`src/rtl/compute_gradients_if.sv`:
```
// Bundles the image-read port, the gradient-write port and the start/busy/done
// control of compute_gradients; master is the gradient engine, slave is memory/host.
interface compute_gradients_if #(
    parameter int DIMENSION     = 64,
    parameter int IMG_BIT_DEPTH = 8,
    parameter int BIT_DEPTH     = 9
);
    localparam int AW = $clog2(DIMENSION*DIMENSION);

    logic                     start;
    logic [AW-1:0]            img_read_addr;
    logic [IMG_BIT_DEPTH-1:0] img_pixel;
    logic [AW-1:0]            grad_write_addr;
    logic [BIT_DEPTH-1:0]     grad_x_out;
    logic [BIT_DEPTH-1:0]     grad_y_out;
    logic                     grad_wea;
    logic                     busy;
    logic                     gradients_done;

    modport master (
        input  start, img_pixel,
        output img_read_addr, grad_write_addr, grad_x_out, grad_y_out,
               grad_wea, busy, gradients_done
    );

    modport slave (
        output start, img_pixel,
        input  img_read_addr, grad_write_addr, grad_x_out, grad_y_out,
               grad_wea, busy, gradients_done
    );
endinterface

```
`src/rtl/compute_gradients.sv`:
```
// Central-difference Gx/Gy for every pixel of a BRAM image, written to the gradient BRAM pair.
// Latency: READ_LATENCY+5 cycles per pixel, done pulse at DIMENSION^2*P+1 after start.
// Backpressure: none; the engine free-runs once started and ignores start until back in IDLE.
module compute_gradients #(
    parameter int DIMENSION     = 64,
    parameter int IMG_BIT_DEPTH = 8,
    parameter int BIT_DEPTH     = 9,
    parameter int READ_LATENCY  = 2
) (
    input  logic                  clk,
    input  logic                  rst_in,
    compute_gradients_if.master   bus
);
    localparam int XW = $clog2(DIMENSION);
    localparam int AW = 2*XW;
    localparam int P  = READ_LATENCY + 5;
    localparam int PW = $clog2(P);

    localparam logic [1:0] S_IDLE = 2'd0;
    localparam logic [1:0] S_RUN  = 2'd1;
    localparam logic [1:0] S_DONE = 2'd2;

    localparam logic [PW-1:0] PH_CAP_L = PW'(READ_LATENCY);
    localparam logic [PW-1:0] PH_CAP_R = PW'(READ_LATENCY + 1);
    localparam logic [PW-1:0] PH_CAP_U = PW'(READ_LATENCY + 2);
    localparam logic [PW-1:0] PH_CALC  = PW'(P - 2);
    localparam logic [PW-1:0] PH_LAST  = PW'(P - 1);
    localparam logic [XW-1:0] XMAX     = XW'(DIMENSION - 1);

    logic [1:0]               state_q, state_d;
    logic [PW-1:0]            phase_q, phase_d;
    logic [XW-1:0]            x_q, x_d, y_q, y_d;
    logic [IMG_BIT_DEPTH-1:0] pl_q, pl_d, pr_q, pr_d, pu_q, pu_d;
    logic [AW-1:0]            img_read_addr_q, img_read_addr_d;
    logic [AW-1:0]            grad_write_addr_q, grad_write_addr_d;
    logic [BIT_DEPTH-1:0]     grad_x_q, grad_x_d, grad_y_q, grad_y_d;
    logic                     grad_wea_q, grad_wea_d;
    logic                     busy_q, busy_d;
    logic                     done_q, done_d;

    // Neighbour address for a read phase, clamped at the image border (replicate).
    function automatic logic [AW-1:0] rd_addr(input logic [PW-1:0] ph,
                                              input logic [XW-1:0] px,
                                              input logic [XW-1:0] py);
        logic [XW-1:0] ax;
        logic [XW-1:0] ay;
        ax = px;
        ay = py;
        if (ph == PW'(0))      ax = (px == '0)   ? px : px - XW'(1);
        else if (ph == PW'(1)) ax = (px == XMAX) ? px : px + XW'(1);
        else if (ph == PW'(2)) ay = (py == '0)   ? py : py - XW'(1);
        else if (ph == PW'(3)) ay = (py == XMAX) ? py : py + XW'(1);
        return {ay, ax};
    endfunction

    always_comb begin
        state_d           = state_q;
        phase_d           = phase_q;
        x_d               = x_q;
        y_d               = y_q;
        pl_d              = pl_q;
        pr_d              = pr_q;
        pu_d              = pu_q;
        img_read_addr_d   = img_read_addr_q;
        grad_write_addr_d = grad_write_addr_q;
        grad_x_d          = '0;
        grad_y_d          = '0;
        grad_wea_d        = 1'b0;
        busy_d            = busy_q;
        done_d            = 1'b0;

        case (state_q)
            S_IDLE: begin
                if (bus.start) begin
                    state_d         = S_RUN;
                    phase_d         = '0;
                    x_d             = '0;
                    y_d             = '0;
                    busy_d          = 1'b1;
                    img_read_addr_d = rd_addr('0, '0, '0);
                end
            end
            S_RUN: begin
                if (phase_q == PH_CAP_L) pl_d = bus.img_pixel;
                if (phase_q == PH_CAP_R) pr_d = bus.img_pixel;
                if (phase_q == PH_CAP_U) pu_d = bus.img_pixel;
                // D arrives on the same edge that registers the outputs, so it bypasses pD.
                if (phase_q == PH_CALC) begin
                    grad_wea_d        = 1'b1;
                    grad_write_addr_d = {y_q, x_q};
                    grad_x_d = BIT_DEPTH'({1'b0, pr_q}) - BIT_DEPTH'({1'b0, pl_q});
                    grad_y_d = BIT_DEPTH'({1'b0, bus.img_pixel}) - BIT_DEPTH'({1'b0, pu_q});
                end
                if (phase_q == PH_LAST) begin
                    phase_d = '0;
                    if (x_q == XMAX) begin
                        x_d = '0;
                        if (y_q == XMAX) begin
                            state_d = S_DONE;
                            busy_d  = 1'b0;
                            done_d  = 1'b1;
                        end else begin
                            y_d = y_q + XW'(1);
                        end
                    end else begin
                        x_d = x_q + XW'(1);
                    end
                    if (state_d == S_RUN) img_read_addr_d = rd_addr('0, x_d, y_d);
                end else begin
                    phase_d = phase_q + PW'(1);
                    if (phase_q < PW'(3)) img_read_addr_d = rd_addr(phase_d, x_q, y_q);
                end
            end
            S_DONE: begin
                state_d = S_IDLE;
            end
            default: begin
                state_d = S_IDLE;
                busy_d  = 1'b0;
            end
        endcase
    end

    always_ff @(posedge clk or posedge rst_in) begin
        if (rst_in) begin
            state_q           <= S_IDLE;
            phase_q           <= '0;
            x_q               <= '0;
            y_q               <= '0;
            pl_q              <= '0;
            pr_q              <= '0;
            pu_q              <= '0;
            img_read_addr_q   <= '0;
            grad_write_addr_q <= '0;
            grad_x_q          <= '0;
            grad_y_q          <= '0;
            grad_wea_q        <= 1'b0;
            busy_q            <= 1'b0;
            done_q            <= 1'b0;
        end else begin
            state_q           <= state_d;
            phase_q           <= phase_d;
            x_q               <= x_d;
            y_q               <= y_d;
            pl_q              <= pl_d;
            pr_q              <= pr_d;
            pu_q              <= pu_d;
            img_read_addr_q   <= img_read_addr_d;
            grad_write_addr_q <= grad_write_addr_d;
            grad_x_q          <= grad_x_d;
            grad_y_q          <= grad_y_d;
            grad_wea_q        <= grad_wea_d;
            busy_q            <= busy_d;
            done_q            <= done_d;
        end
    end

    assign bus.img_read_addr   = img_read_addr_q;
    assign bus.grad_write_addr = grad_write_addr_q;
    assign bus.grad_x_out      = grad_x_q;
    assign bus.grad_y_out      = grad_y_q;
    assign bus.grad_wea        = grad_wea_q;
    assign bus.busy            = busy_q;
    assign bus.gradients_done  = done_q;
endmodule
```
`src/flat_wrapper.sv`:
```
// flat-port wrapper written by rule: the top's interface ports become plain ports
module compute_gradients_flat 
#(
    parameter int DIMENSION     = 64,
    parameter int IMG_BIT_DEPTH = 8,
    parameter int BIT_DEPTH     = 9,
    parameter int READ_LATENCY  = 2
)
  (clk, rst_in, bus_start, bus_img_pixel, bus_img_read_addr, bus_grad_write_addr, bus_grad_x_out, bus_grad_y_out, bus_grad_wea, bus_busy, bus_gradients_done);
  compute_gradients_if #(.DIMENSION(DIMENSION), .IMG_BIT_DEPTH(IMG_BIT_DEPTH), .BIT_DEPTH(BIT_DEPTH)) bus_i ();
  input  logic clk;
  input  logic rst_in;
  input wire logic [$bits(bus_i.start)-1:0] bus_start;
  input wire logic [$bits(bus_i.img_pixel)-1:0] bus_img_pixel;
  output wire logic [$bits(bus_i.img_read_addr)-1:0] bus_img_read_addr;
  output wire logic [$bits(bus_i.grad_write_addr)-1:0] bus_grad_write_addr;
  output wire logic [$bits(bus_i.grad_x_out)-1:0] bus_grad_x_out;
  output wire logic [$bits(bus_i.grad_y_out)-1:0] bus_grad_y_out;
  output wire logic [$bits(bus_i.grad_wea)-1:0] bus_grad_wea;
  output wire logic [$bits(bus_i.busy)-1:0] bus_busy;
  output wire logic [$bits(bus_i.gradients_done)-1:0] bus_gradients_done;
  assign bus_i.start = bus_start;
  assign bus_i.img_pixel = bus_img_pixel;
  assign bus_img_read_addr = bus_i.img_read_addr;
  assign bus_grad_write_addr = bus_i.grad_write_addr;
  assign bus_grad_x_out = bus_i.grad_x_out;
  assign bus_grad_y_out = bus_i.grad_y_out;
  assign bus_grad_wea = bus_i.grad_wea;
  assign bus_busy = bus_i.busy;
  assign bus_gradients_done = bus_i.gradients_done;
  compute_gradients #(.DIMENSION(DIMENSION), .IMG_BIT_DEPTH(IMG_BIT_DEPTH), .BIT_DEPTH(BIT_DEPTH), .READ_LATENCY(READ_LATENCY)) u_core (.clk(clk), .rst_in(rst_in), .bus(bus_i));
endmodule
```
`config.mk`:
```
export PLATFORM = sky130hd
export DESIGN_NAME = compute_gradients_flat
export DESIGN_NICKNAME = d
export VERILOG_FILES = /design/src/rtl/compute_gradients_if.sv /design/src/rtl/compute_gradients.sv /design/src/flat_wrapper.sv
export SDC_FILE = /design/constraint.sdc
export NUM_CORES = 1
export LEC_CHECK = 0
export ABC_AREA = 1
export CORE_UTILIZATION = 55
export DETAILED_ROUTE_END_ITERATION = 7
export GPL_TIMING_DRIVEN = 1
export PLACE_DENSITY_LB_ADDON = 0.1
export SKIP_LAST_GASP = 1
export SLEW_MARGIN = 40
export SYNTH_ARGS = -nofsm -noshare
export SYNTH_HDL_FRONTEND = slang
export SYNTH_SLANG_ARGS = --single-unit
export TNS_END_PERCENT = 10
```
`constraint.sdc`:
```
create_clock -name clk -period 3.7 [get_ports clk]
set_clock_uncertainty 0.15 [all_clocks]
set_input_delay 1.11 -clock clk [delete_from_list [all_inputs] [get_ports clk]]
set_output_delay 1.11 -clock clk [all_outputs]
set_load 0.03 [all_outputs]
```
* Word-level counts from Yosys, hierarchy flattened *
Cells that the tools add are included.

operators by class
  add/sub/neg operators = 8
  magnitude comparators = 1
  equality and inequality tests = 19
  mux-type cells = 50
  bitwise gates (word level) = 1
  reduce and logical (&&, ||, !) cells = 15

operator list
  kind                                                  number
  2-to-1 mux 6 bit                                      18
  2-to-1 mux 12 bit                                     4
  2-to-1 mux 9 bit                                      4
  one-hot mux 12 bit (2 select lines)                   1
  one-hot mux 6 bit (2 select lines)                    2
  zero test 6 bit                                       3
  subtractor 6 x 1 -> 6 bit (second input constant)     3
  subtractor 8 x 8 -> 9 bit                             2
  adder 6 x 1 -> 6 bit (second input constant)          2
  equality test 3 x 2 -> 1 bit (second input constant)  4
  equality test 6 bit (second input constant)           2
  2-to-1 mux 2 bit                                      6
  AND reduction 2 bit                                   6
  2-to-1 mux 1 bit                                      10
  equality test 3 bit (second input constant)           3
  2-to-1 mux 3 bit                                      2
  != test 2 x 1 -> 1 bit (second input constant)        3
  one-hot mux 3 bit (2 select lines)                    1
  AND reduction 5 bit                                   1
  equality test 2 x 1 -> 1 bit (second input constant)  2
  one-hot mux 2 bit (2 select lines)                    1
  AND reduction 4 bit                                   1
  adder 3 x 1 -> 3 bit (second input constant)          1
  equality test 3 x 1 -> 1 bit (second input constant)  1
  other kinds (11)                                      11

storage, ports and cells
  register bits after elaboration = 86
  output and inout bits = 45
  word-level logic and storage cells = 108

* Logic depth before layout (Yosys ltp) *
  depth in word-level cells = 9
  depth in mapped cells = 13

* Worst setup path before layout *
Ideal clock, no wire load.

  path type = input -> register
  from = input port bus_img_pixel[0]
  to = register u_core.grad_y_q[6] (netlist: u_core.bus.grad_y_out[6])
  data arrival time = 2.381 ns
  required time = 3.473 ns
  setup slack = 1.092 ns
  stages on the path = 11
  path buffers = 0
  path through = inv_1 ha_1 inv_1 fa_1 nand3_1 nand3_1 nand2_1 nand2_1 a21oi_1 o21ai_0 a21oi_1

on the way
  cells in the longest elaborated chain, start to end = 3

ends and longest elaborated chain
  element                    RTL line                  source
  start: declaration         flat_wrapper.sv:14        input wire logic [$bits(bus_i.img_pixel)-1:0] bus_img_pixel;
  subtractor 8 x 8 -> 9 bit  compute_gradients.sv:92   grad_y_d = BIT_DEPTH'({1'b0, bus.img_pixel}) - BIT_DEPTH'({1'b0, pu_q});
  2-to-1 mux 9 bit           compute_gradients.sv:88   if (phase_q == PH_CALC) begin
  2-to-1 mux 9 bit           compute_gradients.sv:72   case (state_q)
  net u_core.grad_y_d[6]     compute_gradients.sv:36   logic [BIT_DEPTH-1:0] grad_x_q, grad_x_d, grad_y_q, grad_y_d;
  end signal: assignment     compute_gradients.sv:151  grad_y_q <= grad_y_d;
  end: declaration           compute_gradients.sv:36

The timed path passes the listed nets, and every way through them passes these cells.
A chain may end at the register's enable or synchronous reset.

* Final worst setup path *
Ends and elaborated chain as after synthesis.

==> flow_results.org <==
** Run status
- The run finished with clean final reports.

** Synthesis
- sky130_fd_sc_hd__dfrtp_1 takes more of the synthesized area than any other cell.
- The number of nets handed over by synthesis was 656.
- Prevailing post-synth register cell :: sky130_fd_sc_hd__dfrtp_1
- In this run the cell area of the synthesized design comes to just under 5000 µm².
- Gate count after technology mapping :: ~620
- Top cell type's share of synthesized area :: between 40% and 50%
- For this run, asynchronously set or reset flops after synthesis account for 100%.
- Yosys warnings :: 0
- Of the synthesized area, sequential elements account for roughly 44%.
- After synthesis, the cell types taking the most area are sky130_fd_sc_hd__dfrtp_1 44%, sky130_fd_sc_hd__nand2_1 12%, sky130_fd_sc_hd__o21ai_0 7.1%.
- Post-synth EDFFs :: 0
- Register bit count reported by yosys :: 86
- Post-synth top cells :: 156 x sky130_fd_sc_hd__nand2_1, 86 x sky130_fd_sc_hd__dfrtp_1, 69 x sky130_fd_sc_hd__o21ai_0
- The netlist uses 37 different library cells.
- Post-synthesis average cell area :: 7.83 µm²
- Library cell with the highest instance count after synthesis :: sky130_fd_sc_hd__nand2_1

** Floorplan
- Total number of placement rows :: 33
- Area of the die :: approximately 9200 µm²
- Top-level port count :: 56
- Measured along the y axis, the die boundary spans around 96 µm.
- In this run the horizontal extent of the chip is 95.9 µm.
- The core region is 8380 µm².
- Once the floorplan was initialized, standard cells occupied 57.8% of the core.

** Timing
- Setup violations remaining at the end of the flow were counted as 0.
- Setup repair after global routing left no endpoint under its margin.
- The smallest clock period supported by the final layout is computed as around 3.0 ns.
- Final clock period utilization by the worst path :: between 70% and 80%
- The number of slew-limit violations in the final report was 0.
- For the pin with the worst max-slew slack, the measured transition is between 0.5 and 0.6 ns.
- Highest achievable clock rate :: around 0.34 GHz
- Tightest slew margin relative to the limit :: 61.0%
- Final sum of negative setup slack :: 0 ns
- Hold WS :: roughly 0.34 ns
- The final hold violation count was 0.

** GRT
- The first global-routing pass estimated roughly 19 mm of wire.
- Number of global-route vias before repair :: 3984
- Pin count of the biggest net entering global routing :: 35
- Total GRT Usage :: between 20% and 30%
- GRT Residual Overflow :: 0
- Initial antenna violation count :: 0

** Placed design
- IO Port Bufs :: 55
- The congestion estimate from routability-driven global placement came to 0.937.
- Placed wire-length estimate after detailed placement :: about 8.4 mm
- In this run the cell area measured after placement is roughly 5500 µm².

** Clock tree
- CTS H-tree lvls :: 3
- The clock reaches the later pin of the worst-skew pair after ~0.36 ns.
- Clock-pin slew was measured on the worst setup and hold paths at 0.10 ns.
- Gates resized during post-CTS repair numbered 0.
- CTS sink cnt :: between 80 and 90
- Maximum clock insertion buffer count :: 2
- Clock tree from TritonCTS :: yes
- Buffer count from post-CTS setup fixing :: 0
- The number of clock buffers added by TritonCTS is 9.
- In this run, post-CTS hold repair placed 0 buffers.
- Clock root buffer :: sky130_fd_sc_hd__clkbuf_8

** Setup path
- The critical path contains buffers and inverters numbering 3 combined.
- RR Endpoint :: u_core.bus.img_read_addr[5]
- The largest single stage delay on the critical path is 0.40 ns.
- Type of the worst setup path :: in -> reg
- Top fanout value on the critical path :: 4
- Data on the critical path is required at its endpoint by approximately 3.9 ns.
- STA puts the critical path data arrival time at 3.10 ns.
- The startpoint identified for the worst register-to-register timing path is u_core.x_q[0].
- Number of cell instances on the worst register-to-register path :: 12
- Gate family responsible for the most delay along the worst path :: buffers and inverters
- Critical Path Sink Type :: register
- Slowest cell on crit path :: sky130_fd_sc_hd__clkdlybuf4s50_1
- R2R setup slack :: around 1.2 ns
- Walking the worst path, the cells encountered are clkdlybuf4s50_1 -> inv_1 -> ha_1 -> inv_1 -> fa_1 -> nand3_1 -> nand3_1 -> nand2_1 -> nand2_1 -> a21oi_1 -> o21ai_0 -> a21oi_1.
- Type of element launching the critical path :: primary input

** Final layout
- Summed area of non-filler cells in the final layout :: 5690 µm²
- Finished Core Util :: between 60 and 70%
- The number of antenna diodes in the final layout is 0.
- Counting the fill cells in the layout gives ~730.
- For this run, the post-layout net count is between 700 and 800.
- Ratio of cells with drive above 1 in the final layout :: under 10%
- Synthesis-to-finish area growth :: 17.4%

** Routing
- Dividing the detail-routed via count by the number of cells gives approximately 5.5.
- Count of antenna-violating nets left after detailed routing :: 0
- In the final routed layout, each cell accounts on average for 14.5 µm.
- In the routed design, unresolved DRC markers number 0.
- Initial DRT Pass Iterations :: 5
- Vias after detailed routing :: 4346
- Violation count after the first detailed-routing iteration :: 250
- Total detailed-routing wirelength :: 11.3 mm

** Power and ir drop
- Final total power :: around 5.2 mW
- Power spread over the standard cell area amounts to 922 nW/µm².
- Maximum ir drop on the vdd rail :: roughly 0.43 mV
- Static Leak :: ~2.8 nW

** Hold path
- For hold timing, the worst endpoint is u_core.bus.img_read_addr[2].
- Class of the worst hold path :: reg -> reg
- The startpoint identified for the worst hold timing path is u_core.bus.img_read_addr[2].
- The worst hold path was traced through 2 stages.

** Job
- Across the run, the number of max-cap violations was 0.
-- where the power goes --
part | switching [mW] | leakage [nW] | total [mW] | internal [mW]
sequential | 0.283 | 1.11 | 1.60 | 1.31
combinational | 1.88 | 1.55 | 2.96 | 1.07
clock | 0.368 | 0.0982 | 0.689 | 0.320
-- worst max-delay path by stage --
stage                     start                       end  slack (ns)  depth (start not counted)
5_1_grt        bus_img_pixel[0]  u_core.bus.grad_y_out[6]        0.64                         12
2_1_floorplan            rst_in           u_core.bus.busy        0.22                          1
3_5_place_dp   bus_img_pixel[0]  u_core.bus.grad_y_out[6]        0.41                         12
3_3_place_gp   bus_img_pixel[0]  u_core.bus.grad_y_out[6]        0.53                         12
6_report       bus_img_pixel[0]  u_core.bus.grad_y_out[6]        0.74                         12
4_1_cts        bus_img_pixel[0]  u_core.bus.grad_y_out[6]        0.78                         12
-- kinds of logic after synthesis --
kind of cell    share of synthesized area [%]
simple gates                             24.3
fa+ha+maj                                7.02
xor+xnor                                 1.63
flops                                    44.4
buf+inv                                  7.28
compound gates                           15.4
-- sequential cells by signal (all words and copies together) (netlist names) --
register	cells
u_core.bus.busy	1
u_core.bus.grad_wea	1
u_core.bus.grad_write_addr	12
u_core.bus.grad_x_out	9
u_core.bus.grad_y_out	9
u_core.bus.gradients_done	1
u_core.bus.img_read_addr	12
u_core.phase_q	3
u_core.pl_q	8
u_core.pr_q	8
u_core.pu_q	8
u_core.state_q	2
u_core.x_q	6
u_core.y_q	6
-- layer usage --
metal	track usage [%]	vias up	share of wire [%]
met5	0	-	0
met4	8.33	0	1.2
met3	4.66	11	5.0
met2	42.5	135	47
met1	37.4	2061	47
li1	-	2139	-
-- tightest hold or removal path: cells and delay by family (launching register included) --
| kind | cells | cell delay (ns) |
|---|---|---|
| and+or+nand+nor | 2 | 0.10 |
| DFF | 1 | 0.35 |
-- cell usage in the layout, fill, tap and decap left out, drive strengths merged, types with 6 or more instances in the layout --
| cell type | synthesis | layout |
|---|---|---|
| nand2 | 162 | 162 |
| dfrtp | 86 | 86 |
| o21ai | 75 | 75 |
| inv | 72 | 74 |
| clkdlybuf4s50 | 0 | 55 |
| nor2 | 52 | 52 |
| a21oi | 49 | 49 |
| nand3 | 35 | 35 |
| ha | 24 | 24 |
| xor2 | 9 | 9 |
| clkbuf | 8 | 9 |
| nand4 | 7 | 7 |
| nor3 | 7 | 7 |
| o22ai | 6 | 6 |
-- stage by stage --
stage	cells	setup slack, ns
floorplan	619	0.218
global placement	768	0.525
detailed placement	768	0.410
CTS	784	0.784
global route	784	0.644
finish	784	0.745
-- cell type report --
class	instances	area, µm²	share of cell area, %
inverters	74	279	4.91
clock inverters	7	78.8	1.39
clock buffers	9	124	2.18
multi-input cells	444	2340	41.2
well taps	105	131	2.31
flip-flops and latches	86	2150	37.8
repair buffers	59	581	10.2
(Power assumes the default switching activity.)
